===== src/rtl/dma_engine.sv =====
// dma_engine: word-by-word SRAM copy engine that steals idle cycles from CTL.
// Optional DMA_PROGRESS_EN exposes the remaining-word counter as dma_remaining.
module dma_engine #(
   parameter int ADDR_W = 16,
   parameter int DATA_W = 32
) (
   input  logic              clk,
   input  logic              reset,
   input  logic              start,
   input  logic [ADDR_W-1:0] src_addr,
   input  logic [ADDR_W-1:0] dst_addr,
   input  logic [ADDR_W-1:0] len,
   input  logic              cpu_sram_en,
   input  logic [DATA_W-1:0] sram_DO,
   output logic [ADDR_W-1:0] dma_sram_ADDR,
   output logic [DATA_W-1:0] dma_sram_DI,
   output logic              dma_sram_EN,
   output logic              dma_sram_WE,
   output logic              busy,
   output logic              done
`ifdef DMA_PROGRESS_EN
   ,
   output logic [ADDR_W-1:0] dma_remaining
`endif
);

   typedef enum logic [2:0] {
      S_IDLE,
      S_RD,
      S_CAP,
      S_WR,
      S_DONE
   } state_t;

   localparam logic [ADDR_W-1:0] ONE = ADDR_W'(1);

   state_t            state_q;
   logic [ADDR_W-1:0] src_q;
   logic [ADDR_W-1:0] dst_q;
   logic [ADDR_W-1:0] rem_q;
   logic [DATA_W-1:0] data_q;
   logic              rd_go;
   logic              wr_go;

   // Accesses only happen when CTL has left the SRAM idle this cycle
   assign rd_go = (state_q == S_RD) && !cpu_sram_en;
   assign wr_go = (state_q == S_WR) && !cpu_sram_en;

   always_ff @(posedge clk) begin
      if (reset) begin
         state_q <= S_IDLE;
         src_q   <= '0;
         dst_q   <= '0;
         rem_q   <= '0;
         data_q  <= '0;
      end else begin
         unique case (state_q)
            S_IDLE: begin
               if (start) begin
                  if (len != '0) begin
                     src_q   <= src_addr;
                     dst_q   <= dst_addr;
                     rem_q   <= len;
                     state_q <= S_RD;
                  end else begin
                     state_q <= S_DONE;
                  end
               end
            end
            S_RD: begin
               if (!cpu_sram_en) state_q <= S_CAP;
            end
            S_CAP: begin
               data_q  <= sram_DO;
               state_q <= S_WR;
            end
            S_WR: begin
               if (!cpu_sram_en) begin
                  src_q   <= src_q + ONE;
                  dst_q   <= dst_q + ONE;
                  rem_q   <= rem_q - ONE;
                  state_q <= (rem_q == ONE) ? S_DONE : S_RD;
               end
            end
            S_DONE: state_q <= S_IDLE;
            default: state_q <= S_IDLE;
         endcase
      end
   end

   assign dma_sram_EN   = rd_go | wr_go;
   assign dma_sram_WE   = wr_go;
   assign dma_sram_ADDR = rd_go ? src_q : (wr_go ? dst_q : '0);
   assign dma_sram_DI   = wr_go ? data_q : '0;

   assign busy = (state_q == S_RD) || (state_q == S_CAP) || (state_q == S_WR);
   assign done = (state_q == S_DONE);

`ifdef DMA_PROGRESS_EN
   assign dma_remaining = rem_q;
`endif

endmodule


===== config.mk =====
export PLATFORM = sky130hd
export DESIGN_NAME = dma_engine
export DESIGN_NICKNAME = d
export VERILOG_FILES = /design/src/rtl/dma_engine.sv
export SDC_FILE = /design/constraint.sdc
export NUM_CORES = 1
export LEC_CHECK = 0
export CAP_MARGIN = 20
export CORE_MARGIN = 2
export CORE_UTILIZATION = 45
export DETAILED_ROUTE_END_ITERATION = 8
export PLACE_DENSITY = 0.84
export SYNTH_ARGS = -nofsm -noshare
export SYNTH_HDL_FRONTEND = slang
export SYNTH_SLANG_ARGS = --single-unit

===== constraint.sdc =====
create_clock -name clk -period 3.4 [get_ports clk]
set_clock_uncertainty 0.2 [all_clocks]
set_input_delay 0.51 -clock clk [delete_from_list [all_inputs] [get_ports clk]]
set_output_delay 0.51 -clock clk [all_outputs]
set_load 0.03 [all_outputs]

* After elaboration in Yosys (flattened, before gate mapping)
Cells that the tools add are included.
** Word-level totals
- Flip-flop bits (word level) :: 83
- Input port bits :: 84
- Output and inout port bits :: 52
- Logic and storage cells :: 49
** Operators by class
- Add/subtract/negate cells :: 3
- Equal/unequal tests :: 9
- Muxes and demuxes :: 21
- Bitwise gates (word level) :: 1
- Reductions and logical operators :: 10
** Operators with widths (number)
- 2-to-1 mux 16 bit :: 11
- one-hot mux 16 bit (2 select lines) :: 3
- adder 16 x 1 -> 16 bit, second input constant :: 2
- 2-to-1 mux 32 bit :: 1
- equality test 16 x 1 -> 1 bit, second input constant :: 1
- nonzero test 16 bit :: 1
- subtractor 16 x 1 -> 16 bit, second input constant :: 1
- 2-to-1 mux 3 bit :: 5
- one-hot mux 3 bit (4 select lines) :: 1
- != test 2 bit, second input constant :: 4
- equality test 3 x 2 -> 1 bit, second input constant :: 2
- AND reduction 4 bit :: 1
- equality test 3 x 1 -> 1 bit, second input constant :: 1
- equality test 3 bit, second input constant :: 1
- logical NOT 3 bit :: 1
- AND reduction 3 bit :: 1
- logical AND 1 bit :: 2
- logical OR 1 bit :: 2
- nonzero test 2 bit :: 1
- logical NOT 1 bit :: 1
- OR 1 bit :: 1

* Logic depth before layout (Yosys ltp)
Gate-level depths: netlist of the first run.
- Word-level depth :: 4
- Depth in mapped cells :: 8
- Depth with buffers taken out :: 6

* Worst setup path before layout of the first run
Ideal clock, no wire load.
- Path type :: input -> output
- Start point :: input port cpu_sram_en
- End point :: output port dma_sram_ADDR[10]
- Arrival :: 1.800 ns
- Setup slack :: 0.890 ns
- Stages on the path :: 4
- Path buffers :: 1
- Path through :: nand2b_1 > nor3_1 > clkbuf_1 > a22o_1
** On the way
- Word-level cells in the longest chain between the ends :: 4
** Ends and longest elaborated chain
- start: declaration :: line 13 : input logic cpu_sram_en,
- logical NOT 1 bit (*)
- logical AND 1 bit :: line 47 : assign wr_go = (state_q == S_WR) && !cpu_sram_en;
- 2-to-1 mux 16 bit :: line 93 : assign dma_sram_ADDR = rd_go ? src_q : (wr_go ? dst_q : '0);
- 2-to-1 mux 16 bit (*) :: line 93
- end: declaration :: line 15 : output logic [ADDR_W-1:0] dma_sram_ADDR,
Mark *: on every way between the ends. The rest lies on a longest branch, timed or not.

* Worst setup path after layout of the first run
- Start point :: input port cpu_sram_en
- End point :: output port dma_sram_ADDR[14]
The elaborated chain is that of the path after synthesis.

==> results of run 1 <==
-- cells by family (layout without fill, tap and decap cells) --
kind of cell,Yosys count,after routing,share of synthesized area
and+or+nand+nor,278,278,0.292
AOI/OAI and AO/OA,212,212,0.287
DFF,83,83,0.355
buffers and inverters,59,169,0.0540
adders and majority gates,4,4,0.0107
xor gates and xnor gates,1,1,0.00187
-- cell type report --
| cell class | instances | area share |
|---|---|---|
| Multi-Input combinational cell | 495 | 0.452 |
| Sequential cell | 83 | 0.269 |
| Clock buffer | 9 | 0.0201 |
| Inverter | 7 | 0.00426 |
| Timing Repair Buffer | 146 | 0.216 |
| Clock inverter | 7 | 0.0112 |
| Tap cell | 136 | 0.0276 |
-- routing by layer --
metal	global-route usage	part of all wire	vias up
li1	-	-	2482
met1	0.313	0.44	2364
met2	0.406	0.46	264
met3	0.0454	0.086	20
met4	0.0883	0.015	0
met5	0	0	-
-- report_power, final --
part / switching, mW / internal [mW] / total [mW] / leakage, nW
Sequential: 0.0813 / 1.04 / 1.12 / 0.679
Combinational: 0.271 / 0.231 / 0.502 / 1.56
Clock: 0.372 / 0.337 / 0.709 / 0.0950
Total: 0.724 / 1.61 / 2.34 / 2.33
-- registers in the layout, summed over array words and instances (netlist names) --
name     count
rem_q       16
dst_q       16
data_q      32
src_q       16
state_q      3
-- critical path, delay by kind of cell --
kind / cells / cell delay [ps]
compound gates: 1 / 220
buf+inv: 3 / 890
simple gates: 2 / 480
-- path summary, 6_finish.rpt --
path                      startpoint                      end  slack, ps  depth (start not counted)
max                      cpu_sram_en        dma_sram_ADDR[14]        570                          6
min          data_q[31]$_SDFFE_PP0P_  data_q[31]$_SDFFE_PP0P_        250                          2
max reg2reg  state_q[2]$_SDFFE_PP0P_    rem_q[0]$_SDFFE_PP0P_        810                          5
min reg2reg  data_q[31]$_SDFFE_PP0P_  data_q[31]$_SDFFE_PP0P_        250                          2
-- cells in the final DEF, fill, tap and decap left out, drive strengths merged, types with 2 or more instances in the layout --
| cell | n |
|---|---|
| o21ai | 37 |
| and2 | 35 |
| a211o | 2 |
| inv | 7 |
| a221oi | 2 |
| buf | 61 |
| a32oi | 2 |
| or3 | 6 |
| nor4 | 9 |
| clkbuf | 9 |
| or2 | 5 |
| o41ai | 5 |
| a22oi | 2 |
| o31ai | 6 |
| a211oi | 9 |
| dfxtp | 83 |
| clkdlybuf4s50 | 85 |
| clkinv | 4 |
| nand4 | 6 |
| nor3 | 14 |
| o31a | 3 |
| o32ai | 9 |
| o22ai | 3 |
| ha | 4 |
| a21o | 4 |
| a41oi | 2 |
| nand2 | 132 |
| nand2b | 15 |
| nand3 | 10 |
| a21oi | 91 |
| and3 | 6 |
| o21a | 4 |
| a311oi | 4 |
| and4 | 6 |
| nor2 | 29 |
| a31oi | 7 |
| clkinvlp | 2 |
| a22o | 16 |
-- stage by stage --
stage	setup slack [ps]	cell area (um^2)	utilization	power, mW	hold slack [ps]
after floorplan	890	4680	-	1.44	232
after global placement	350	5970	0.584	1.62	238
after detailed placement	291	5970	0.584	1.64	245
after CTS	572	6170	0.603	2.34	257
after global routing	476	6170	0.603	2.45	274
final	568	6170	0.603	2.34	254
==> run summary, run 1 <==
unrepaired setup endpoints after global routing = no
Max Root-Sink Buffers = 2
Chip Width = 106 um
routed length per instance = 15.8 um
Site Rows = 37
PortBufs = 135
Final min period = 2830 ps
Yosys top cell by area = dfxtp_1
fraction of registers with async set/reset = 0
Clock Pin Slew Worst Setup and Hold Paths = 90 ps
Routed Antenna Nets = 0
Routability Congestion = 0.913
Detailed Route Iter0 Violations = 436
Synth Net Count = 725
Layout Nets = 830
mean area per synthesized cell = 7.35 um^2
max cap viols = 0
Crit Path Class = input port to output port
# fillers = 909
first-pass GRT wire length = 22,600 um
detailed-placement wirelength estimate = 9620 um
die area = 11,200 um^2
Reg area = 1660 um^2
total negative slack = 0 ps
Layout Cells excl Fill = 883
clock root cell = clkbuf_8
status = finished, final reports clean
Die Ht = 106 um
Post-synth EDFFs = 0
DR vias = 5,130
Max VDD drop = 0.000174 V
top post-synthesis cells by count = nand2_1 (132), a21oi_1 (90), dfxtp_1 (83), and2_1 (35), o21ai_0 (35)
initial antenna violation count = 0
final worst-path cycle share = 0.833
Ys Warns = 0
DRC = 0
Slew HR = 0.279
CP Cell Sequence = clkdlybuf4s50_1, nand2b_1, nor2_2, buf_4, a22o_1, buf_4
power density cells = 379 nW/um^2
#FFs+latches synth = 83
Vias/cell = 5.81
nature of the critical path endpoint = output port
Pre-antenna DRT Iters = 6
effective utilization at floorplan = 0.458
f_max = 353 MHz
CTS Sinks = 83
Post-CTS Setup Inserts = 0
LEAKAGE = 2.33 nW
fin. max-slew vios = 0
num ports = 136
hold crit path type = flop to flop
GRT Total Usage = 0.243
Final Hold Viols = 0
Primary FF master, synth = dfxtp_1
Placed Instances = 867
share of post-route cells with drive strength above 1 = 0.124
Cell Area, Synth = 4680 um^2
cts-stage hold buffer count = 0
top cell type's share of synthesized area = 0.355
largest net degree at the start of global routing = 97
Layout area overhead = 31.7%
Arrival @ worst endpoint = 2120 ps
Resize count post-CTS = 0
most common cell in the netlist = nand2_1
final setup fails = 0
H-tree Lvls = 3
ant diodes = 0
CTS tree = yes
Area contributors post-synth = dfxtp_1 (35%), nand2_1 (11%), a21oi_1 (9.6%)
Num CTS Buffers = 9
max incr delay on CP = 440 ps
Cell variety after synth = 55
vias in the first global route = 4,720
critical path data required time = 2690 ps
CP Launch Type = input port
Core Footprint = 10,200 um^2
Most Frequent Cell on Critical Path = buf_4
critical path's slowest cell = clkdlybuf4s50_1
Post-Syn Instances = 637
gr ovfl total = 0
routed wire length = 13,900 um
CP Max Fanout = 16
multi-input logic area = 2790 um^2
clock latency on the worst-skew pair = 350 ps
slew of the pin with the lowest slew margin = 1080 ps
sequential area share after synthesis = 0.355
Note: power is estimated with default switching activity, not from simulation.
==> run 2: changes to the inputs <==
--- a/config.mk
+++ b/config.mk
@@ -7,7 +7,7 @@
 export LEC_CHECK = 0
 export CAP_MARGIN = 20
 export CORE_MARGIN = 2
-export CORE_UTILIZATION = 45
+export CORE_UTILIZATION = 43
 export DETAILED_ROUTE_END_ITERATION = 8
 export PLACE_DENSITY = 0.84
 export SYNTH_ARGS = -nofsm -noshare
==> constraint.sdc (replaced) <==
create_clock -name clk -period 2.5 [get_ports clk]
set_clock_uncertainty 0.2 [all_clocks]
set_input_delay 0.375 -clock clk [delete_from_list [all_inputs] [get_ports clk]]
set_output_delay 0.375 -clock clk [all_outputs]
set_load 0.03 [all_outputs]
==> run summary, run 2 (synthesis results as in run 1) <==
num ports = 136 (unchanged)
Top reg by flops = data_q
CTS Sinks = 83 (unchanged)
Final Util = 0.596 (-0.00707)
LEAKAGE = 2.45 nW (+5.2%)
power density cells = 526 nW/um^2 (+39%)
Clock Pin Slew Worst Setup and Hold Paths = 80 ps (about the same)
ant diodes = 0 (unchanged)
Layout area overhead = 36.7%
met1 WL = 5900 um (-3.3%)
fin. max-slew vios = 0 (unchanged)
total net switching power = 1.02 mW (+41%)
Layout Cells excl Fill = 903 (+2.3%)
most frequent cells in the layout = nand2_1 (132), a21oi_1 (90), clkdlybuf4s50_1 (84), dfxtp_1 (82), buf_4 (69)
Max VDD drop = 0.000282 V (+62%)
DRC = 0 (unchanged)
DR vias = 5,137 (+0.14%)
slew of the pin with the lowest slew margin = 613 ps (-469 ps)
Flop pwr share = 0.453 (-0.029)
Routability Congestion = 0.888 (-2.8%)
detailed-placement wirelength estimate = 10,100 um (+4.5%)
clock share of power = 0.328 (+0.025)
Core Footprint = 10,700 um^2 (+5.0%)
max FFs per register = 32 (unchanged)
DR WL met3 = 1080 um (-10%)
Pwr Total = 3.36 mW (+44%)
clock latency on the worst-skew pair = 370 ps (+20 ps)
final worst-path cycle share = 0.964
die area = 11,700 um^2 (+4.5%)
routed length per instance = 15.6 um (-1.1%)
# fillers = 969 (+6.6%)
H-tree Lvls = 3 (unchanged)
effective utilization at floorplan = 0.436 (-0.0219)
nature of the critical path endpoint = output port
Reg area = 1660 um^2 (about the same)
unrepaired setup endpoints after global routing = yes
Max Root-Sink Buffers = 2 (unchanged)
FF-to-FF path depth = 6 (+1)
Placed Instance Area = 6170 um^2 (+3.3%)
largest net degree at the start of global routing = 97 (unchanged)
share of post-route cells with drive strength above 1 = 0.145 (+0.0210)
critical path data required time = 1920 ps (-770 ps)
Chip Width = 108 um (+2.2%)
initial antenna violation count = 0 (unchanged)
final setup fails = 0 (unchanged)
Critical R2R Launch = dst_q[0]$_SDFFE_PP0P_
Critical path origin = cpu_sram_en
final std cell area, no fill = 6400 um^2 (+3.8%)
PortBufs = 135 (unchanged)
Layout Nets = 846 (+1.9%)
vias in the first global route = 4,895 (+3.7%)
Hold Startpoint = data_q[16]$_SDFFE_PP0P_
uppermost layer routed = met4
Power Internal = 2.34 mW (+45%)
hold crit path type = flop to flop
gr ovfl total = 0 (unchanged)
met2 wire length = 6780 um (+5.3%)
Detailed Route Iter0 Violations = 306 (-30%)
first-pass GRT wire length = 22,700 um (+0.27%)
routed wire length = 14,100 um (+1.2%)
Final Hold Viols = 0 (unchanged)
Crit Path Class = input port to output port
worst hold path stage count = 2 (unchanged)
total negative slack = 0 ps (unchanged)
status = finished, final reports clean
Vias/cell = 5.69 (-2.1%)
Slew HR = 0.589 (+0.310)
Placed Instances = 886 (+2.2%)
CTS tree = yes
GRT Total Usage = 0.240 (-0.00330)
Pre-antenna DRT Iters = 5 (-1)
f_max = 415 MHz
most common cell after layout, fill and taps aside = nand2_1
switching share of power = 0.304 (-0.00616)
combinational fraction of design power = 0.219 (+0.004)
Arrival @ worst endpoint = 1840 ps (-280 ps)
multi-input logic area = 2790 um^2 (+0.18%)
Num CTS Buffers = 9 (unchanged)
clock root cell = clkbuf_8
Final min period = 2410 ps
CP Max Fanout = 7 (-9)
Site Rows = 38 (+2.7%)
max cap viols = 0 (unchanged)
CP Launch Type = input port
Die Ht = 108 um (+2.2%)
Routed Antenna Nets = 0 (unchanged)
run 2: cell types whose count changed in the layout (fill, tap and decap cells not counted), sizes merged:
| cell | before | now |
|---|---|---|
| clkinvlp | 2 | 1 |
| inv | 7 | 10 |
| bufinv | 1 | 2 |
| buf | 61 | 78 |
| clkinv | 4 | 1 |
| clkdlybuf4s50 | 85 | 84 |
run 2: area by class of cell:
class / count / share of cell area
timing repair buffer: 162 / 0.238
sequential: 83 / 0.260
clock buffer: 9 / 0.0194
multi-input combinational: 495 / 0.436
tap: 140 / 0.0274
inverter: 7 / 0.00410
clock inverter: 7 / 0.0154
run 2: final timing paths:
| check | slack (ps) | endpoint |
|---|---|---|
| max reg2reg | 370 | dst_q[10]$_SDFFE_PP0P_ |
| max | 90 | dma_sram_ADDR[5] |
| min reg2reg | 250 | data_q[16]$_SDFFE_PP0P_ |
| min | 250 | data_q[16]$_SDFFE_PP0P_ |
run 2: per-layer routing:
metal / vias to the layer above / global-route usage
met5: - / 0
met4: 0 / 0.101
met3: 32 / 0.0458
met2: 235 / 0.421
met1: 2359 / 0.285
li1: 2511 / -
run 2: power groups by stage:
stage          logic [mW]  registers [mW]  clock network [mW]
2_1_floorplan       0.438            1.52                   0
5_1_grt             0.807            1.54                1.18
6_report            0.736            1.52                1.10
4_1_cts             0.733            1.52                1.12
3_3_place_gp        0.704            1.54                   0
3_5_place_dp        0.729            1.55                   0
run 2: critical path: stages:
cell             delay [ps]
clkdlybuf4s50_1         420
nand2b_1                220
nor2_4                  250
buf_4                   220
a22o_1                  180
buf_4                   170
run 2: what timing repair did:
action	CTS	global route
hold buffers	0	0
gates resized for setup	1	0
setup endpoints to repair	13	39
setup buffers	0	1
run 2: through the flow:
| stage | hold WS [ps] | worst slack [ps] |
|---|---|---|
| floorplan | 232 | 235 |
| global placement | 237 | -126 |
| detailed placement | 242 | -189 |
| CTS | 254 | 64.3 |
| global route | 269 | -25.9 |
| finish | 253 | 89.9 |
==> run 3: changes to the inputs <==
--- a/config.mk
+++ b/config.mk
@@ -9,6 +9,7 @@
 export CORE_MARGIN = 2
 export CORE_UTILIZATION = 43
 export DETAILED_ROUTE_END_ITERATION = 8
+export MAX_ROUTING_LAYER = met4
 export PLACE_DENSITY = 0.84
 export SYNTH_ARGS = -nofsm -noshare
 export SYNTH_HDL_FRONTEND = slang
==> run summary, run 3 (synthesis results as in run 1) <==
Buf/Inv on CP = 2 (-1)
PortBufs = 135 (unchanged)
Num CTS Buffers = 9 (unchanged)
Clock Pin Slew Worst Setup and Hold Paths = 80 ps (about the same)
Layout area overhead = 36.7% (unchanged)
max cap viols = 0 (unchanged)
Top reg by flops = data_q
first-pass GRT wire length = 22,100 um (-2.3%)
crit-path leading delay family = buffers and inverters
vias in the first global route = 4,692 (-4.1%)
CP Launch Type = flop
CP Cell Sequence = buf_4, nor2_1, and2_1, clkdlybuf4s50_1
Vias/cell = 5.65 (-0.73%)
Setup WS pre-CTS = -143 ps (+46.2 ps)
final setup fails = 0 (unchanged)
Final WS setup = 108 ps (+18.5 ps)
most frequent cells in the layout = nand2_1 (132), a21oi_1 (90), clkdlybuf4s50_1 (84), dfxtp_1 (82), buf_4 (71)
routed length per instance = 15.4 um (-1.3%)
CP Max Fanout = 8 (+1)
nature of the critical path endpoint = output port
most common cell after layout, fill and taps aside = nand2_1
Site Rows = 38 (unchanged)
routed wire length = 13,900 um (-1.1%)
CTS tree = yes
total negative slack = 0 ps (unchanged)
detailed-placement wirelength estimate = 9940 um (-1.2%)
H-tree Lvls = 3 (unchanged)
effective utilization at floorplan = 0.436 (unchanged)
Arrival @ worst endpoint = 1820 ps (-20 ps)
Routability Congestion = 0.921 (+3.8%)
Layout Nets = 847 (+0.12%)
# fillers = 968 (-0.10%)
critical path's slowest cell = clkdlybuf4s50_1
clock latency on the worst-skew pair = 350 ps (-20 ps)
max incr delay on CP = 680 ps (+260 ps)
cts-stage hold buffer count = 0 (unchanged)
Placed Instance Area = 6160 um^2 (about the same)
Pwr Total = 3.36 mW (-0.16%)
initial antenna violation count = 0 (unchanged)
Routed Antenna Nets = 0 (unchanged)
DRC = 0 (unchanged)
LEAKAGE = 2.45 nW (about the same)
f_max = 418 MHz (+0.78%)
num ports = 136 (unchanged)
Core Footprint = 10,700 um^2 (unchanged)
final worst-path cycle share = 0.957 (-0.00741)
Max Root-Sink Buffers = 2 (unchanged)
Final Util = 0.596 (unchanged)
largest net degree at the start of global routing = 97 (unchanged)
critical path data required time = 1920 ps (about the same)
Slew HR = 0.567 (-0.0225)
power density cells = 525 nW/um^2 (-0.16%)
final std cell area, no fill = 6400 um^2 (unchanged)
gr ovfl total = 0 (unchanged)
Detailed Route Iter0 Violations = 364 (+19%)
fin. max-slew vios = 0 (unchanged)
Pre-antenna DRT Iters = 5 (unchanged)
DR vias = 5,105 (-0.62%)
Chip Width = 108 um (unchanged)
die area = 11,700 um^2 (unchanged)
hold crit path type = flop to flop
unrepaired setup endpoints after global routing = yes
share of post-route cells with drive strength above 1 = 0.145 (-0.000190)
CTS Sinks = 83 (unchanged)
Die Ht = 108 um (unchanged)
Max VDD drop = 0.000272 V (-3.8%)
clock root cell = clkbuf_8
GRT Total Usage = 0.241 (+0.00154)
ant diodes = 0 (unchanged)
Final Hold Viols = 0 (unchanged)
status = finished, final reports clean
Final min period = 2390 ps (-18.5 ps)
slew of the pin with the lowest slew margin = 646 ps (+33.5 ps)
max FFs per register = 32 (unchanged)
Crit Path Class = flop to output port
-- run 3: cell count changes in the layout (fill, tap and decap cells not counted) --
cell	delta
buf_12	-1
inv_6	-3
clkbuf_8	+2
clkbuf_1	+1
buf_4	+2
-- run 3: report_power, final --
group | total (mW) | switching [mW] | internal [mW]
Sequential | 1.52 | 0.105 | 1.42
Combinational | 0.734 | 0.385 | 0.349
Clock | 1.10 | 0.484 | 0.616
-- run 3: worst paths after layout --
kind	end	slack [ps]	start	cells after the start
worst max-delay path	done	110	state_q[1]$_SDFFE_PP0P_	4
worst max register to register	rem_q[0]$_SDFFE_PP0P_	350	state_q[0]$_SDFFE_PP0P_	6
worst min-delay path	data_q[16]$_SDFFE_PP0P_	250	data_q[16]$_SDFFE_PP0P_	2
worst min register to register	data_q[16]$_SDFFE_PP0P_	250	data_q[16]$_SDFFE_PP0P_	2
-- run 3: cell type report --
type,count,area (um^2),area share
Clock inverter,4,72.6,0.0113
Clock buffer,12,155,0.0242
Multi-Input combinational cell,495,2790,0.436
Timing Repair Buffer,163,1520,0.237
Tap cell,140,175,0.0274
Sequential cell,83,1660,0.260
Inverter,7,26.3,0.00410
-- run 3: worst reg2reg max path, delay by kind of cell, from the launching register on --
family | cells | cell delay (ps)
buffers and inverters | 1 | 200
AOI/OAI and AO/OA | 4 | 920
DFF | 1 | 380
and+or+nand+nor | 1 | 380
-- run 3: through the flow --
step,hold slack [ps],cells
2_1_floorplan,232,637
5_1_grt,269,904
3_5_place_dp,244,887
6_report,253,904
4_1_cts,255,903
3_3_place_gp,237,887
-- run 3: routing by layer --
| layer | vias to the layer above | track usage | wire length, um |
|---|---|---|---|
| met5 | - | - | 0 |
| met3 | 23 | 0.0356 | 1010 |
| met4 | 0 | 0.101 | 290 |
| li1 | 2516 | - | - |
| met1 | 2356 | 0.295 | 6020 |
| met2 | 210 | 0.398 | 6610 |
-- run 3: timing repair --
item / in CTS / in global routing
pin swaps: 0 / 1
endpoints found under the setup margin: 39 / 38
gates cloned: 0 / 0
resized for setup: 1 / 0
buffers inserted: 0 / 1
==> edit 1, RTL diff (config.mk and constraints of run 3) <==
The 5 states of `state_t` get a one-hot encoding in 5 bits.
--- a/src/rtl/dma_engine.sv
+++ b/src/rtl/dma_engine.sv
@@ -26,8 +26,8 @@
 
-   typedef enum logic [2:0] {
-      S_IDLE,
-      S_RD,
-      S_CAP,
-      S_WR,
-      S_DONE
+   typedef enum logic [4:0] {
+      S_IDLE = 5'b00001,
+      S_RD   = 5'b00010,
+      S_CAP  = 5'b00100,
+      S_WR   = 5'b01000,
+      S_DONE = 5'b10000
    } state_t;
Check against the original RTL: same outputs for any inputs over 4 cycles, from zero or initial values and one cycle with reset high; so few cycles prove little.
==> edit 1 against run 3 <==
Routed wire length grew 5.1%; largest power group unchanged; sequential cell count grew 2; setup slack lost 15 ps; synthesized area grew 5.2%; utilization shrank 0.80 points; critical path depth shrank 1; power grew 26%; global-route usage shrank 1.1 points; cell area grew 3.9%; highest routed layer unchanged.
==> edit 1: results (changes against run 3) <==
io_buffer_count: 135  # unchanged
pre_cts_slack_ps: -53.41  # was -142.6 ps
status: "completed"  # unchanged
slew_headroom_pct: 69.71  # was 56.67%
peakVddDrop_uv: 349.3  # was 271.8 µV
vias: 5316  # was 5,105
drive_above_1_share_pct: 14.95  # was 14.53%
seq_power_share_pct: 41.4  # was 45.4%
yosysUniqueCellTypes: 58  # was 55
whs_ps: 159.7  # was 252.9 ps
cellLeakagePower_nw: 2.473  # was 2.453 nW
globalRouteMet2Util_pct: 37.79  # was 39.76%
r2r_slack_ps: 200  # was 350 ps
wl_per_cell_um: 16.05  # was 15.42 µm
clock.fmax_mhz: 415.5  # was 418.1 MHz
critical_path.max_fanout: 6  # was 8
grtUsageMet1_pct: 28.70  # was 29.52%
nets: 852  # was 847
track_usage_pct: 23.01  # was 24.11%
synth.area.top_cells: "dfxtp_1, a21oi_1, nand2_1"  # was dfxtp_1, nand2_1, a21oi_1
grt_max_degree: 53  # was 97
nFillCells: 1009  # was 968
grt_pass1_vias: 5004  # was 4,692
clk_pin_slew_worst_paths_ps: 60  # was 80 ps
hp-start: "reset"  # was data_q[16]$_SDFFE_PP0P_
holdPathStages: 2  # unchanged
synth_nets: 734  # was 725
gp_congestion: 0.8807  # was 0.9209
grt_use_met3_pct: 3.718  # was 3.556%
reg2regPathDepth: 5  # was 6
ys_seq_area_share_pct: 34.54  # was 35.49%
cts_root_buffer: "clkbuf_16"  # was clkbuf_8
synth-main-ff-cell: "dfxtp_1"  # unchanged
ys_top_cells_by_count: "nand2_1, a21oi_1, dfxtp_1"  # unchanged
r2r_start: "state_q[4]$_SDFFE_PP0P_"  # was state_q[0]$_SDFFE_PP0P_
min_to: "state_q[3]$_SDFFE_PP0P_"  # was data_q[16]$_SDFFE_PP0P_
dp_hpwl_um: 10190  # was 9939 µm
drt_iter0_markers: 311  # was 364
hold_class: "primary input to flip-flop"  # was flip-flop to flip-flop
## edit 1: cell count changes in the layout (fill, tap and decap cells not counted), moves of 11 or more
cell | before | now
and2_1 | 35 | 47
a21o_1 | 3 | 16
clkbuf_8 | 11 | 0
nand2_1 | 132 | 105
## edit 1: metal layers
metal / wire length, µm / part of all wire (%)
met1: 6222 / 42
met2: 7102 / 49
met3: 931 / 6.4
met4: 384 / 2.6
met5: 0 / 0
## edit 1: stage by stage
step	TNS [ps]	instance area, µm²	power [mW]	instances	utilization (%)
after floorplan	0	4926	2.603	646	-
after global placement	-5.571	6349	2.944	895	56.08
after detailed placement	-373.3	6349	3.014	895	56.08
after CTS	0	6614	4.210	911	58.42
after global routing	-23.12	6654	4.461	912	58.78
final	0	6654	4.240	912	58.78
## edit 1: layout make-up
type	instances	share of cell area (%)
flip-flops and latches	85	25.59
well taps	143	2.689
clock inverters	4	0.3761
repair buffers	157	22.56
clock buffers	12	3.554
inverters	5	0.2821
multi-input cells	506	44.94
## edit 1: cell families (layout without fill, tap and decap cells)
| family | after synthesis | in the layout | synth area share (%) |
|---|---|---|---|
| and+or+nand+nor | 286 | 286 | 29.64 |
| AOI/OAI and AO/OA | 214 | 215 | 29.08 |
| DFF | 85 | 85 | 34.54 |
| buffers and inverters | 56 | 178 | 5.486 |
| adders and majority gates | 4 | 4 | 1.016 |
| muxes | 1 | 1 | 0.2286 |
## edit 1: what timing repair did
item / in CTS / in global routing
setup buffers: 0 / 0
endpoints found under the setup margin: 33 / 51
gates resized for setup: 3 / 7
pin swaps: 0 / 2
cloned: 0 / 1
## edit 1: critical path, stage by stage, from the launching register on
cell             delay (ps)
dfxtp_1                 380
nor4_1                  280
and2_1                  150
clkdlybuf4s50_1         690
==> edit 2, RTL diff (flow settings as in run 3) <==
Made on the original files. Change the parameter `ADDR_W` from 16 to 15.
--- a/src/rtl/dma_engine.sv
+++ b/src/rtl/dma_engine.sv
@@ -3,3 +3,3 @@
 module dma_engine #(
-   parameter int ADDR_W = 16,
+   parameter int ADDR_W = 15,
    parameter int DATA_W = 32
Interface: changed (resized dma_sram_ADDR, dst_addr, len and src_addr); port bits go from 136 to 132. No check against the original RTL was run, so the function may have changed too.
==> edit 2 against run 3 <==
Sequential cell count down 3; cell area down 3.5%; synthesized area is 0.35% higher; worst hold slack got worse by 0.55 ps; routed wire length decreased by 5.7%; setup slack worse by 25 ps; power down 9.7%; utilization is 2.1 points lower; synthesized cell count is 3.0% lower; cell count fell by 3.3%.
==> edit 2: results (changes against run 3) <==
critical_path.max_fanout: 15  # was 8
antenna_found_initial: 0  # unchanged
gp_congestion: 0.8743  # was 0.9209
drive_above_1_share_pct: 18.26  # was 14.53%
ys_warn_count: 0  # unchanged
grt_max_degree: 66  # was 97
top_register: "data_q"  # unchanged
postSynth.asyncResetShare_pct: 0  # unchanged
nets: 814  # was 847
post_cts_buffers: 0  # unchanged
wl_per_cell_um: 15.04  # was 15.42 µm
drtPass1Iterations: 6  # was 5
hp-start: "data_q[31]$_SDFFE_PP0N_"  # was data_q[16]$_SDFFE_PP0P_
drc: 0  # unchanged
cts_root_buffer: "clkbuf_8"  # unchanged
track_usage_pct: 22.90  # was 24.11%
dp_hpwl_um: 9315  # was 9939 µm
cts_buffers: 9  # unchanged
pre_cts_slack_ps: -57.68  # was -142.6 ps
clk_pin_slew_worst_paths_ps: 90
synth.area.top_cells: "dfxtp_1, nand2_1, a21oi_1"  # unchanged
period_minus_slack_ps: 2416  # was 2392 ps
yosysUniqueCellTypes: 60  # was 55
cellLeakagePower_nw: 2.334  # was 2.453 nW
cts_max_path_buffers: 2  # unchanged
peakVddDrop_uv: 233.2  # was 271.8 µV
status: "completed"  # unchanged
critPathLaunch: "state_q[2]$_SDFFE_PP0P_"  # was state_q[1]$_SDFFE_PP0P_
grt_pass1_wl_um: 21070  # was 22,130 µm
grt_pass1_vias: 4625  # was 4,692
synth_nets: 703  # was 725
drt_iter0_markers: 321  # was 364
antennaDiodeCount: 0  # unchanged
reg2regPathDepth: 7  # was 6
ys_seq_area_share_pct: 34.09  # was 35.49%
crit_end: "dma_sram_ADDR[6]"  # was done
r2r-end: "rem_q[5]$_SDFFE_PP0P_"  # was rem_q[0]$_SDFFE_PP0P_
ys_top_cells_by_count: "nand2_1, dfxtp_1, a21oi_1"  # was nand2_1, a21oi_1, dfxtp_1
arrival_ps: 1840  # was 1820 ps
largest_reg_flops: 32  # unchanged
nFillCells: 985  # was 968
insertion_delay_ps: 360
hold_class: "flip-flop to flip-flop"  # unchanged
vias: 4890  # was 5,105
htreeDepth: 3  # unchanged
io_buffer_count: 131  # was 135
r2r_slack_ps: 380  # was 350 ps
slew_headroom_pct: 56.66  # was 56.67%
edit 2: changes by cell type in the layout (fill, tap and decap cells not counted), moves of 5 or more:
cell / change
nor4_2: +5
buf_4: -6
a211oi_1: -7
nor2_1: +5
a21oi_1: -16
a21oi_2: +8
o32ai_1: -9
nand2b_1: -13
nor4_1: -6
o21ai_2: +7
a211oi_2: +6
edit 2: layout make-up:
cell class | count | area (µm²) | area share (%)
Tap cell | 140 | 175.2 | 2.836
Clock buffer | 10 | 127.6 | 2.066
Sequential cell | 80 | 1604 | 25.97
Timing Repair Buffer | 153 | 1409 | 22.81
Clock inverter | 6 | 46.29 | 0.7496
Multi-Input combinational cell | 482 | 2803 | 45.38
Inverter | 3 | 11.26 | 0.1823
edit 2: worst min path at each step:
stage                         endpoint  slack [ps]  cells after the start
3_5_place_dp    data_q[8]$_SDFFE_PP0N_         240                      2
4_1_cts         data_q[8]$_SDFFE_PP0N_         260                      2
5_1_grt        data_q[25]$_SDFFE_PP0N_         270                      2
3_3_place_gp   data_q[15]$_SDFFE_PP0N_         240                      2
6_report       data_q[31]$_SDFFE_PP0N_         250                      2
2_1_floorplan   data_q[0]$_SDFFE_PP0N_         230                      2
edit 2: routing by layer:
layer	share of wire (%)	vias to the layer above	track usage, %	routed length (µm)
met5	0	-	-	0
met4	2.2	0	8.150	286
met1	42	2270	27.63	5468
met2	49	193	37.99	6499
li1	-	2399	-	-
met3	6.8	28	4.521	891
edit 2: cell families after synthesis:
family / count (synthesis) / share of synthesized area (%)
AND/OR/NAND/NOR: 281 / 30.09
AO/OA/AOI/OAI: 196 / 27.96
flip-flops: 80 / 34.09
buffers and inverters: 56 / 6.604
adder cells (fa/ha/maj): 4 / 1.065
XOR/XNOR: 1 / 0.1865
edit 2: power breakdown:
group          leakage (nW)  switching [mW]  total (mW)  internal [mW]
logic                  1.60           0.366       0.685          0.319
clock network        0.0824           0.514       0.878          0.364
registers             0.654           0.105        1.47           1.36
total                  2.33           0.985        3.03           2.05
edit 2: repair_timing:
item	in CTS	in global routing
hold buffers	0	0
resized for setup	1	6
cloned	0	1
endpoints found under the setup margin	16	17
edit 2: worst max-delay path, cell delays in order, from the launching register on:
cell	delay, ps
dfxtp_1	580
nand2b_4	240
nor2_4	70
buf_12	160
a22o_1	250
buf_4	170
edit 2: stage by stage:
| stage | instance area, µm² | cells |
|---|---|---|
| 6_report | 6176 | 874 |
| 5_1_grt | 6176 | 874 |
| 4_1_cts | 6156 | 873 |
| 3_5_place_dp | 5981 | 857 |
| 3_3_place_gp | 5981 | 857 |
| 2_1_floorplan | 4698 | 618 |
